**config.mk**
```make
export PLATFORM = sky130hd
export DESIGN_NAME = port_sdm_multi
export DESIGN_NICKNAME = d
export VERILOG_FILES = /design/src/rtl/port_sdm_multi.sv
export SDC_FILE = /design/constraint.sdc
export NUM_CORES = 1
export LEC_CHECK = 0
export ABC_CLOCK_PERIOD_IN_PS = 9500
export CAP_MARGIN = 15
export CORE_MARGIN = 3
export CORE_UTILIZATION = 57
export CTS_BUF_LIST = sky130_fd_sc_hd__clkbuf_4 sky130_fd_sc_hd__clkbuf_8
export CTS_CLUSTER_DIAMETER = 60
export DETAILED_ROUTE_END_ITERATION = 16
export GPL_ROUTABILITY_DRIVEN = 0
export GPL_TIMING_DRIVEN = 0
export HOLD_SLACK_MARGIN = 0.06
export PLACE_DENSITY = 0.82
export SLEW_MARGIN = 5
export SYNTH_ARGS = -nofsm -noshare
export SYNTH_HDL_FRONTEND = slang
export SYNTH_SLANG_ARGS = --single-unit
```
**constraint.sdc**
```tcl
create_clock -name clk -period 9.5 [get_ports clk]
set_clock_uncertainty 0.15 [all_clocks]
set_input_delay 0.95 -clock clk [delete_from_list [all_inputs] [get_ports clk]]
set_output_delay 0.95 -clock clk [all_outputs]
set_load 0.02 [all_outputs]
```
**src/rtl/port_sdm_multi.sv**
```systemverilog
// Multi-channel first-order sigma-delta DAC behind an 8-bit port; optional LFSR dither via SDM_DITHER_EN.
// Latency: register writes land on the strobe edge, readback one cycle after addr, levels apply on the next tick.
// Backpressure: none, every write is accepted immediately and the modulators free-run on the tick divider.
module port_sdm_multi #(
  parameter int CHANNELS = 4,
  parameter int WIDTH    = 12,
  parameter int ADDR_W   = 4
) (
  input  logic                clk,
  input  logic                reset,
  input  logic                enable,
  input  logic [ADDR_W-1:0]   addr,
  input  logic                w_strobe,
  input  logic [7:0]          din,
  output logic [7:0]          dout,
  output logic [CHANNELS-1:0] sd_out
);

  localparam logic [ADDR_W-1:0] CTRL_ADDR = ADDR_W'(2 * CHANNELS);
  localparam logic [ADDR_W-1:0] DIV_ADDR  = ADDR_W'(2 * CHANNELS + 1);

  logic                wr_vld;
  logic [7:0]          shadow   [CHANNELS];
  logic [WIDTH-1:0]    pending  [CHANNELS];
  logic [WIDTH-1:0]    active   [CHANNELS];
  logic [WIDTH-1:0]    acc      [CHANNELS];
  logic [WIDTH-1:0]    level    [CHANNELS];
  logic [WIDTH:0]      sum      [CHANNELS];
  logic [CHANNELS-1:0] pend_flag;
  logic [CHANNELS-1:0] lo_wr;
  logic [CHANNELS-1:0] hi_wr;
  logic [CHANNELS-1:0] mask;
  logic                dith_en;
  logic                dither_bit;
  logic [7:0]          div;
  logic [7:0]          cnt;
  logic                tick;
  logic [7:0]          rd_dat;

  assign wr_vld = enable & w_strobe;
  assign tick   = (cnt == div);

`ifdef SDM_DITHER_EN
  logic [15:0] lfsr;

  // Galois form of x^16+x^14+x^13+x^11+1, shifting right.
  always_ff @(posedge clk or posedge reset) begin
    if (reset) begin
      lfsr <= 16'hACE1;
    end else if (tick) begin
      lfsr <= {1'b0, lfsr[15:1]} ^ (lfsr[0] ? 16'hB400 : 16'h0000);
    end
  end

  always_ff @(posedge clk or posedge reset) begin
    if (reset) begin
      dith_en <= 1'b0;
    end else if (wr_vld && addr == CTRL_ADDR) begin
      dith_en <= din[7];
    end
  end

  assign dither_bit = dith_en & lfsr[0];
`else
  assign dith_en    = 1'b0;
  assign dither_bit = 1'b0;
`endif

  always_comb begin
    lo_wr = '0;
    hi_wr = '0;
    for (int k = 0; k < CHANNELS; k++) begin
      lo_wr[k] = wr_vld && (addr == ADDR_W'(2 * k));
      hi_wr[k] = wr_vld && (addr == ADDR_W'(2 * k + 1));
    end
  end

  // A pending level is consumed by the same tick that loads it into active.
  always_comb begin
    for (int k = 0; k < CHANNELS; k++) begin
      level[k] = pend_flag[k] ? pending[k] : active[k];
      sum[k]   = {1'b0, acc[k]} + {1'b0, level[k]} + (WIDTH+1)'(dither_bit);
    end
  end

  always_ff @(posedge clk or posedge reset) begin
    if (reset) begin
      for (int k = 0; k < CHANNELS; k++) begin
        shadow[k]  <= '0;
        pending[k] <= '0;
        active[k]  <= '0;
        acc[k]     <= '0;
      end
      pend_flag <= '0;
      sd_out    <= '0;
    end else begin
      for (int k = 0; k < CHANNELS; k++) begin
        if (lo_wr[k]) begin
          shadow[k] <= din;
        end
        if (tick && pend_flag[k]) begin
          active[k] <= pending[k];
        end
        // A HI write landing on a tick re-arms the flag so it is seen on the following tick.
        if (hi_wr[k]) begin
          pending[k]   <= WIDTH'({din, shadow[k]});
          pend_flag[k] <= 1'b1;
        end else if (tick) begin
          pend_flag[k] <= 1'b0;
        end
        if (tick) begin
          if (mask[k]) begin
            acc[k]    <= sum[k][WIDTH-1:0];
            sd_out[k] <= sum[k][WIDTH];
          end else begin
            acc[k]    <= '0;
            sd_out[k] <= 1'b0;
          end
        end
      end
    end
  end

  always_ff @(posedge clk or posedge reset) begin
    if (reset) begin
      mask <= '0;
      div  <= '0;
      cnt  <= '0;
    end else begin
      if (wr_vld && addr == CTRL_ADDR) begin
        mask <= din[CHANNELS-1:0];
      end
      if (wr_vld && addr == DIV_ADDR) begin
        div <= din;
        cnt <= '0;
      end else if (tick) begin
        cnt <= '0;
      end else begin
        cnt <= cnt + 8'd1;
      end
    end
  end

  always_comb begin
    rd_dat = '0;
    for (int k = 0; k < CHANNELS; k++) begin
      if (addr == ADDR_W'(2 * k)) begin
        rd_dat = pending[k][7:0];
      end else if (addr == ADDR_W'(2 * k + 1)) begin
        rd_dat = 8'(16'(pending[k]) >> 8);
      end
    end
    if (addr == CTRL_ADDR) begin
      rd_dat = 8'(mask) | {dith_en, 7'b0};
    end else if (addr == DIV_ADDR) begin
      rd_dat = div;
    end
  end

  always_ff @(posedge clk or posedge reset) begin
    if (reset) begin
      dout <= '0;
    end else begin
      dout <= enable ? rd_dat : 8'h00;
    end
  end

endmodule
```
### After elaboration in Yosys (flattened, before gate mapping)

Index checks and enable logic that the tools add are counted.

| operators by class | value |
|---|---|
| $add $sub $neg | 5 |
| multiply operators | 0 |
| divide/modulo/power cells | 0 |
| order comparisons | 0 |
| equality and inequality tests | 10 |
| shifts and indexed selects | 0 |
| multiplexer cells | 30 |
| bitwise gates (word level) | 1 |
| reduce and logical (&&, ||, !) cells | 19 |

Operator list:

| cell | count |
|---|---|
| 2-to-1 mux 12 bit | 8 |
| 2-to-1 mux 8 bit | 12 |
| adder 12 x 12 -> 13 bit | 4 |
| == test 4 x 3 -> 1 bit (second input constant) | 4 |
| logical AND 1 bit | 14 |
| 2-to-1 mux 1 bit | 9 |
| adder 8 x 1 -> 8 bit (second input constant) | 1 |
| == test 4 x 2 -> 1 bit (second input constant) | 2 |
| == test 4 bit (second input constant) | 2 |
| == test 8 bit | 1 |
| nonzero test 2 bit | 4 |
| == test 4 x 1 -> 1 bit (second input constant) | 1 |
| zero test 4 bit | 1 |
| 2-to-1 mux 4 bit | 1 |
| bitwise AND 1 bit | 1 |

| word-level totals | value |
|---|---|
| register bits after elaboration | 212 |
| bits in latches | 0 |
| bits in writable memories | 0 |
| ROM bits | 0 |
| bits of input ports | 16 |
| logic and storage cells | 90 |
| memories | 0 |

### Logic depth before layout (Yosys ltp)

Gate-level depths: netlist (run 1).

| depth | value |
|---|---|
| word-level depth | 12 |
| depth in mapped cells | 10 |
| mapped depth without buffers | 9 |

### Worst setup path before layout (run 1)

OpenSTA, ideal clock, no wires.

| timing | value |
|---|---|
| kind | register -> register |
| start point | register pend_flag[3] |
| end point | register acc[9] (netlist bit) |
| library setup time | 95 ps |
| arrival | 2474 ps |
| data required time | 9255 ps |
| slack | 6780 ps |
| cell stages (with the launch flop) | 10 |
| cell sequence | dfrtp_1 > clkbuf_1 > mux2i_1 > inv_1 > ha_1 > a211oi_1 > o21ai_0 > a221oi_1 > xor2_1 > o31ai_1 |

| between the ends | value |
|---|---|
| longest elaborated chain between the ends | 3 |

RTL lines:

| element | RTL line | source |
|---|---|---|
| from (decl) | 29 | `logic [CHANNELS-1:0] pend_flag;` |
| from (signal assigned) | 94 | `pend_flag <= '0;` |
| from (signal, indexed assignment) | 107 | `pend_flag[k] <= 1'b1;` |
| from (signal, indexed assignment) | 109 | `pend_flag[k] <= 1'b0;` |
| 2-to-1 mux 12 bit | 81 | `level[k] = pend_flag[k] ? pending[k] : active[k];` |
| adder 12 x 12 -> 13 bit | 82 | `sum[k] = {1'b0, acc[k]} + {1'b0, level[k]} + (WIDTH+1)'(dither_bit);` |
| 2-to-1 mux 12 bit | 112 | `if (mask[k]) begin` |
| to (signal, indexed assignment) | 113 | `acc[k] <= sum[k][WIDTH-1:0];` |
| to (decl) | 26 | `logic [WIDTH-1:0] acc [CHANNELS];` |

No other way between the ends.
A chain may end at the register's enable or synchronous reset.

### Final worst setup path (run 1)

| timing | value |
|---|---|
| start point | register pend_flag[0] |
| end point | register acc[45] (netlist bit) |

The elaborated chain is that of the path after synthesis.

==> flow_summary.yaml, run 1 <==
setup_path:
  crit_fanout: 10
  crit_chain: "clkbuf_1 -> mux2i_1 -> inv_1 -> ha_1 -> a211oi_1 -> o21ai_0 -> a41oi_1 -> xor2_1 -> o31ai_1"
  max_stage_delay_ns: 0.45
  worst-endpoint-arrival_ns: 3.44
  crit_type: "reg2reg"
  required_ns: 9.76
  crit_path_end_kind: "register"
  cp-start-kind: "register"
  slowest_stage: "clkbuf_1"
power:
  power.leakage_uw: 0.00613
  ir_drop_v: 0.000218
  p_per_area_nw_per_um2: 232
timing:
  clock.fmax_ghz: 0.314
  tightestPinTransition_ns: 0.982
  hold_viol_final: 0
  report.final.slew_viol_count: 0
  slew_headroom: 0.340
  post-route-min-period_ns: 3.18
  rsz0062_at_grt: "false"
  post-route-period-util: 0.335
  setup_slack_ns: 6.32
  finalSetupViolations: 0
  worst_hold_slack_ns: 0.332
global_route:
  grt_pass1_vias: 8370
  grt_use_total: 0.262
  grt_pass1_wl_um: 45100
  grt_antenna_before_repair: 0
  grt_overflow_total: 0
  grt_max_degree: 127
clock_network:
  clk_path_buf_depth: 3
  cts_resized: 0
  cts_made_buffers: 37
  h-tree-depth: 2
  postCtsHoldBufs: 0
  cts_tree: "built"
  post_cts_buffers: 0
  worst_skew_pair.late_latency_ns: 0.54
  cts.sinks: 212
  cts_root_buf: "clkbuf_8"
  clk_pin_slew_ns: 0.05
floorplan:
  start_util: 0.593
  die_x_um: 147
  dieArea_sq_um: 21700
  rows: 50
  core_area_sq_um: 19100
  die_h_um: 147
  io-pin-count: 28
yosys:
  async_reset_ff_frac: 1.00
  postSynthCellCount: 996
  synth_most_common_cell: "dfrtp_1"
  synth_top_area_share: 0.467
  ys_ff_latch: 212
  yosys-top-cells-area: "dfrtp_1 47%, mux2_2 18%, ha_1 5.4%"
  yosys.area.top_type: "dfrtp_1"
  synth_ff_type: "dfrtp_1"
  synth_warnings: 0
  yosysUniqueCellTypes: 59
  synth-edff-count: 0
  syn_area_sq_um: 11400
  synth_common_cells: "212 x dfrtp_1, 185 x mux2_2, 91 x nand2_1, 49 x ha_1, 42 x o21ai_0"
  synthesis.nets: 1065
  synth_seq_area_share: 0.467
  syn_area_per_cell_sq_um: 11.4
finish:
  drive_gt1_frac: 0.268
  final_nets: 1127
  diodes: 0
  ff_latch_area_sq_um: 5310
  multiInputGateArea_sq_um: 5730
  area_delta_synth_final_pct: 12.3
  fillers: 1457
route:
  vias: 8440
  routed_wl_um: 28300
  viasPerCell: 6.28
  final_antenna_net_count: 0
  drt_iter0_markers: 810
  drc: 0
  wl_per_cell_um: 21.1
  first_pass_iters: 5
placed_design:
  dp_hpwl_um: 19500
  portBuffers: 22
  pre_cts_ws_ns: 6.21
outcome:
  status: "completed"
run:
  maxCapViolCount: 0
worst_hold_path:
  hold_class: "reg2reg"
[kinds of logic (layout without fill, tap and decap cells)]
family | after synthesis | in the layout | share of synthesized area
flops | 212 | 212 | 0.467
fa+ha+maj | 53 | 53 | 0.0610
buf+inv | 72 | 159 | 0.0281
compound gates | 211 | 211 | 0.131
simple gates | 216 | 216 | 0.0905
xor+xnor | 30 | 30 | 0.0231
mux | 202 | 202 | 0.200
[worst max-delay path, delay by kind of cell (launching register included)]
family	cells	cell delay, ns
compound gates	4	1.19
buf+inv	2	0.53
flops	1	0.43
mux	1	0.39
fa+ha+maj	1	0.29
xor+xnor	1	0.11
[registers in the layout, indices dropped and copies added, names as in the netlist]
register	cells
active	48
shadow	32
div	8
pending	48
mask	4
acc	48
dout	8
cnt	8
sd_out	4
pend_flag	4
[layout by cell type, fill, tap and decap left out, types with 5 or more instances in the layout]
cell,netlist,routed
a211oi_1,9,9
a21o_1,18,18
a21oi_1,27,27
and3_1,7,7
buf_2,27,27
clkbuf_1,10,10
clkbuf_4,0,10
clkbuf_8,0,44
clkdlybuf4s50_1,0,22
dfrtp_1,212,212
ha_1,49,49
inv_1,26,25
mux2_2,185,185
mux2i_1,16,16
nand2_1,91,91
nand3_1,22,22
nor2_1,29,29
nor2b_1,14,14
nor3_1,25,25
o2111ai_1,5,5
o21a_1,24,24
o21ai_0,42,42
o21bai_1,5,5
o22ai_1,10,10
o31a_1,5,5
o31ai_1,23,23
o41ai_1,8,8
or4_1,7,7
xnor2_1,10,10
xor2_1,20,20
[per-stage QoR]
step,setup TNS (ns),std cells,util,total power [uW],instance area [sq um]
2_1_floorplan,0,996,-,1800,11400
3_3_place_gp,-10.72,1278,0.622,1990,11900
3_5_place_dp,0,1279,0.624,2030,11900
4_1_cts,0,1343,0.666,2960,12700
5_1_grt,0,1343,0.666,3110,12700
6_report,0,1343,0.666,2960,12700
[where the power goes]
part	switching, uW	internal, uW	total, uW
clock network	378	542	920
logic	448	360	809
registers	153	1080	1230
total	979	1980	2960
[worst paths after layout]
kind	start	endpoint	slack [ns]	cells after the start
max in group asynchronous	reset	active[34]$_DFFE_PP0P_	7.40	3
setup / recovery	pend_flag[0]$_DFFE_PP0P_	acc[45]$_DFFE_PP0P_	6.32	9
setup reg to reg	pend_flag[0]$_DFFE_PP0P_	acc[45]$_DFFE_PP0P_	6.32	9
hold reg to reg	acc[40]$_DFFE_PP0P_	acc[40]$_DFFE_PP0P_	0.33	1
hold / removal	acc[40]$_DFFE_PP0P_	acc[40]$_DFFE_PP0P_	0.33	1
min in group asynchronous	reset	acc[17]$_DFFE_PP0P_	0.75	2
[cell type report]
| type | count | share of cell area |
|---|---|---|
| Clock buffer | 54 | 0.0534 |
| Tap cell | 260 | 0.0255 |
| Multi-Input combinational cell | 712 | 0.450 |
| Inverter | 27 | 0.00854 |
| Sequential cell | 212 | 0.416 |
| Clock inverter | 10 | 0.0104 |
| Buffer | 45 | 0.0171 |
| Timing Repair Buffer | 23 | 0.0194 |
[routing by layer]
| metal | GRT usage | vias to the layer above | share of wire |
|---|---|---|---|
| met2 | 0.431 | 327 | 0.47 |
| li1 | - | 3822 | - |
| met4 | 0.110 | 0 | 0.041 |
| met5 | 0 | - | 0 |
| met3 | 0.0410 | 93 | 0.066 |
| met1 | 0.348 | 4198 | 0.42 |
(Power assumes the default switching activity.)
==> run 2: changes to the inputs <==
- ABC_CLOCK_PERIOD_IN_PS: 9500 -> 3000
- clock period: 9.5 -> 3 ns (I/O delays scaled with it)
==> run 2 against run 1 <==
Sequential power rose to 3.2 times the previous value. First-iteration DRC count shrank 25%. Non-clock buffer count grew 4. Routed wire length is 0.25% higher. Total power increased to 3.1 times the previous value. Critical path depth unchanged. Hold slack got worse by 0.17 ns.
==> flow_summary.yaml, run 2 (synthesis results as in run 1) <==
outcome:
  status: "completed"
global_route:
  grt_use_total: 0.263
  grt_antenna_before_repair: 0
  grt_overflow_total: 0
  grt_pass1_wl_um: 45400
  grt_pass1_vias: 8321
  grt_max_degree: 40
clock_network:
  h-tree-depth: 2
  cts.sinks: 212
  cts_tree: "built"
  clk_path_buf_depth: 3
  clk_pin_slew_ns: 0.06
  cts_made_buffers: 36
  cts_root_buf: "clkbuf_8"
  post_cts_buffers: 0
  worst_skew_pair.late_latency_ns: 0.53
timing:
  post-route-min-period_ns: 2.84
  post-route-period-util: 0.947
  finalSetupViolations: 0
  slew_headroom: 0.344
  clock.fmax_ghz: 0.352
  tightestPinTransition_ns: 0.976
  report.final.slew_viol_count: 0
  hold_viol_final: 0
  setup_tns_ns: 0
setup_path:
  crit_type: "reg2reg"
  crit_chain: "mux2_2 -> ha_1 -> inv_1 -> fa_1 -> nor2b_1 -> o31a_1 -> o22ai_1 -> o21a_1 -> o311ai_0"
  max_stage_delay_ns: 0.44
  crit_buf_inv: 1
  cp_top_family: "compound AO/OA/AOI/OAI gates"
  required_ns: 3.25
  crit_fanout: 5
  slowest_stage: "dfrtp_1"
  worst-endpoint-arrival_ns: 3.09
  cp-start-kind: "register"
  crit_path_end_kind: "register"
placed_design:
  dp_hpwl_um: 19900
  post-place-cells: 1284
  portBuffers: 22
route:
  drc: 0
  vias: 8306
  viasPerCell: 6.17
  first_pass_iters: 5
  routed_wl_um: 28400
  drt_iter0_markers: 609
  final_antenna_net_count: 0
  wl_per_cell_um: 21.1
power:
  power.leakage_uw: 0.00620
  ir_drop_v: 0.000506
  p_per_area_nw_per_um2: 723
floorplan:
  die_x_um: 147
  io-pin-count: 28
  core_area_sq_um: 19100
  dieArea_sq_um: 21700
  rows: 50
  die_h_um: 147
  start_util: 0.593
finish:
  area_delta_synth_final_pct: 13.2
  diodes: 0
  final_cell_mix: "210 x dfrtp_1, 185 x mux2_2, 91 x nand2_1"
  fin_cells: 1347
  drive_gt1_frac: 0.280
  final_nets: 1130
  layout_commonest_cell: "dfrtp_1"
  fillers: 1425
  reg_top3: "acc: 48 flops, active: 48 flops, pending: 48 flops"
worst_hold_path:
  hold_class: "in2reg"
run:
  maxCapViolCount: 0
run 2: changes by cell type in the layout (fill, tap and decap cells not counted), moves of 3 or more:
cell      before  now
clkbuf_4      10    7
clkbuf_8      44   49
clkbuf_1      10    6
buf_12         0    6
run 2: worst paths after layout:
path	startpoint	to	slack, ns	depth (start not counted)
worst max-delay path	pend_flag[1]$_DFFE_PP0P_	acc[34]$_DFFE_PP0P_	0.16	9
worst min-delay path	din[2]	mask[2]$_DFFE_PP0P_	0.16	3
worst max register to register	pend_flag[1]$_DFFE_PP0P_	acc[34]$_DFFE_PP0P_	0.16	9
worst min register to register	acc[0]$_DFFE_PP0P_	acc[0]$_DFFE_PP0P_	0.33	2
max in group asynchronous	reset	active[7]$_DFFE_PP0P_	1.02	7
min in group asynchronous	reset	sd_out[1]$_DFFE_PP0P_	0.46	3
run 2: cell type report:
type / instances / area (sq um) / share of cell area
Multi-Input combinational cell: 712 / 5760 / 0.448
Buffer: 43 / 218 / 0.0169
Clock buffer: 54 / 712 / 0.0554
Sequential cell: 212 / 5310 / 0.413
Inverter: 27 / 105 / 0.00817
Timing Repair Buffer: 29 / 350 / 0.0272
Clock inverter: 10 / 83.8 / 0.00652
Tap cell: 260 / 325 / 0.0253
run 2: per-stage QoR:
stage | cell area (sq um) | hold slack (ns) | worst slack (ns) | total power [uW] | utilization
finish | 12900 | 0.160 | 0.159 | 9300 | 0.672
global route | 12900 | 0.155 | -0.00543 | 9790 | 0.672
CTS | 12800 | 0.133 | 0.00437 | 9290 | 0.670
detailed placement | 12000 | 0.317 | -0.194 | 6450 | 0.628
global placement | 11900 | 0.309 | -1.79 | 6320 | 0.622
floorplan | 11400 | 0.295 | -0.206 | 5690 | -
run 2: metal layers:
| metal | vias to the layer above | share of wire | GRT usage |
|---|---|---|---|
| met5 | - | 0 | 0 |
| met4 | 0 | 0.038 | 0.102 |
| met3 | 77 | 0.069 | 0.0540 |
| met2 | 297 | 0.46 | 0.418 |
| met1 | 4099 | 0.43 | 0.360 |
| li1 | 3833 | - | - |
run 2: report_power, final:
part | switching, uW | internal (uW)
clock | 1200 | 1610
sequential | 531 | 3410
combinational | 1380 | 1160
run 2: what timing repair did:
action,4_1_cts,5_1_grt
hold endpoints to repair,6,0
gates resized for setup,2,11
pin swaps,0,1
hold buffers,1,0
endpoints found under the setup margin,16,14
run 2: worst reg2reg max path, stage by stage (launching register included):
cell and delay (ns):
dfrtp_1 0.44, mux2_2 0.25, ha_1 0.20, inv_1 0.08, fa_1 0.43, nor2b_1 0.21, o31a_1 0.21, o22ai_1 0.16
o21a_1 0.23, o311ai_0 0.36
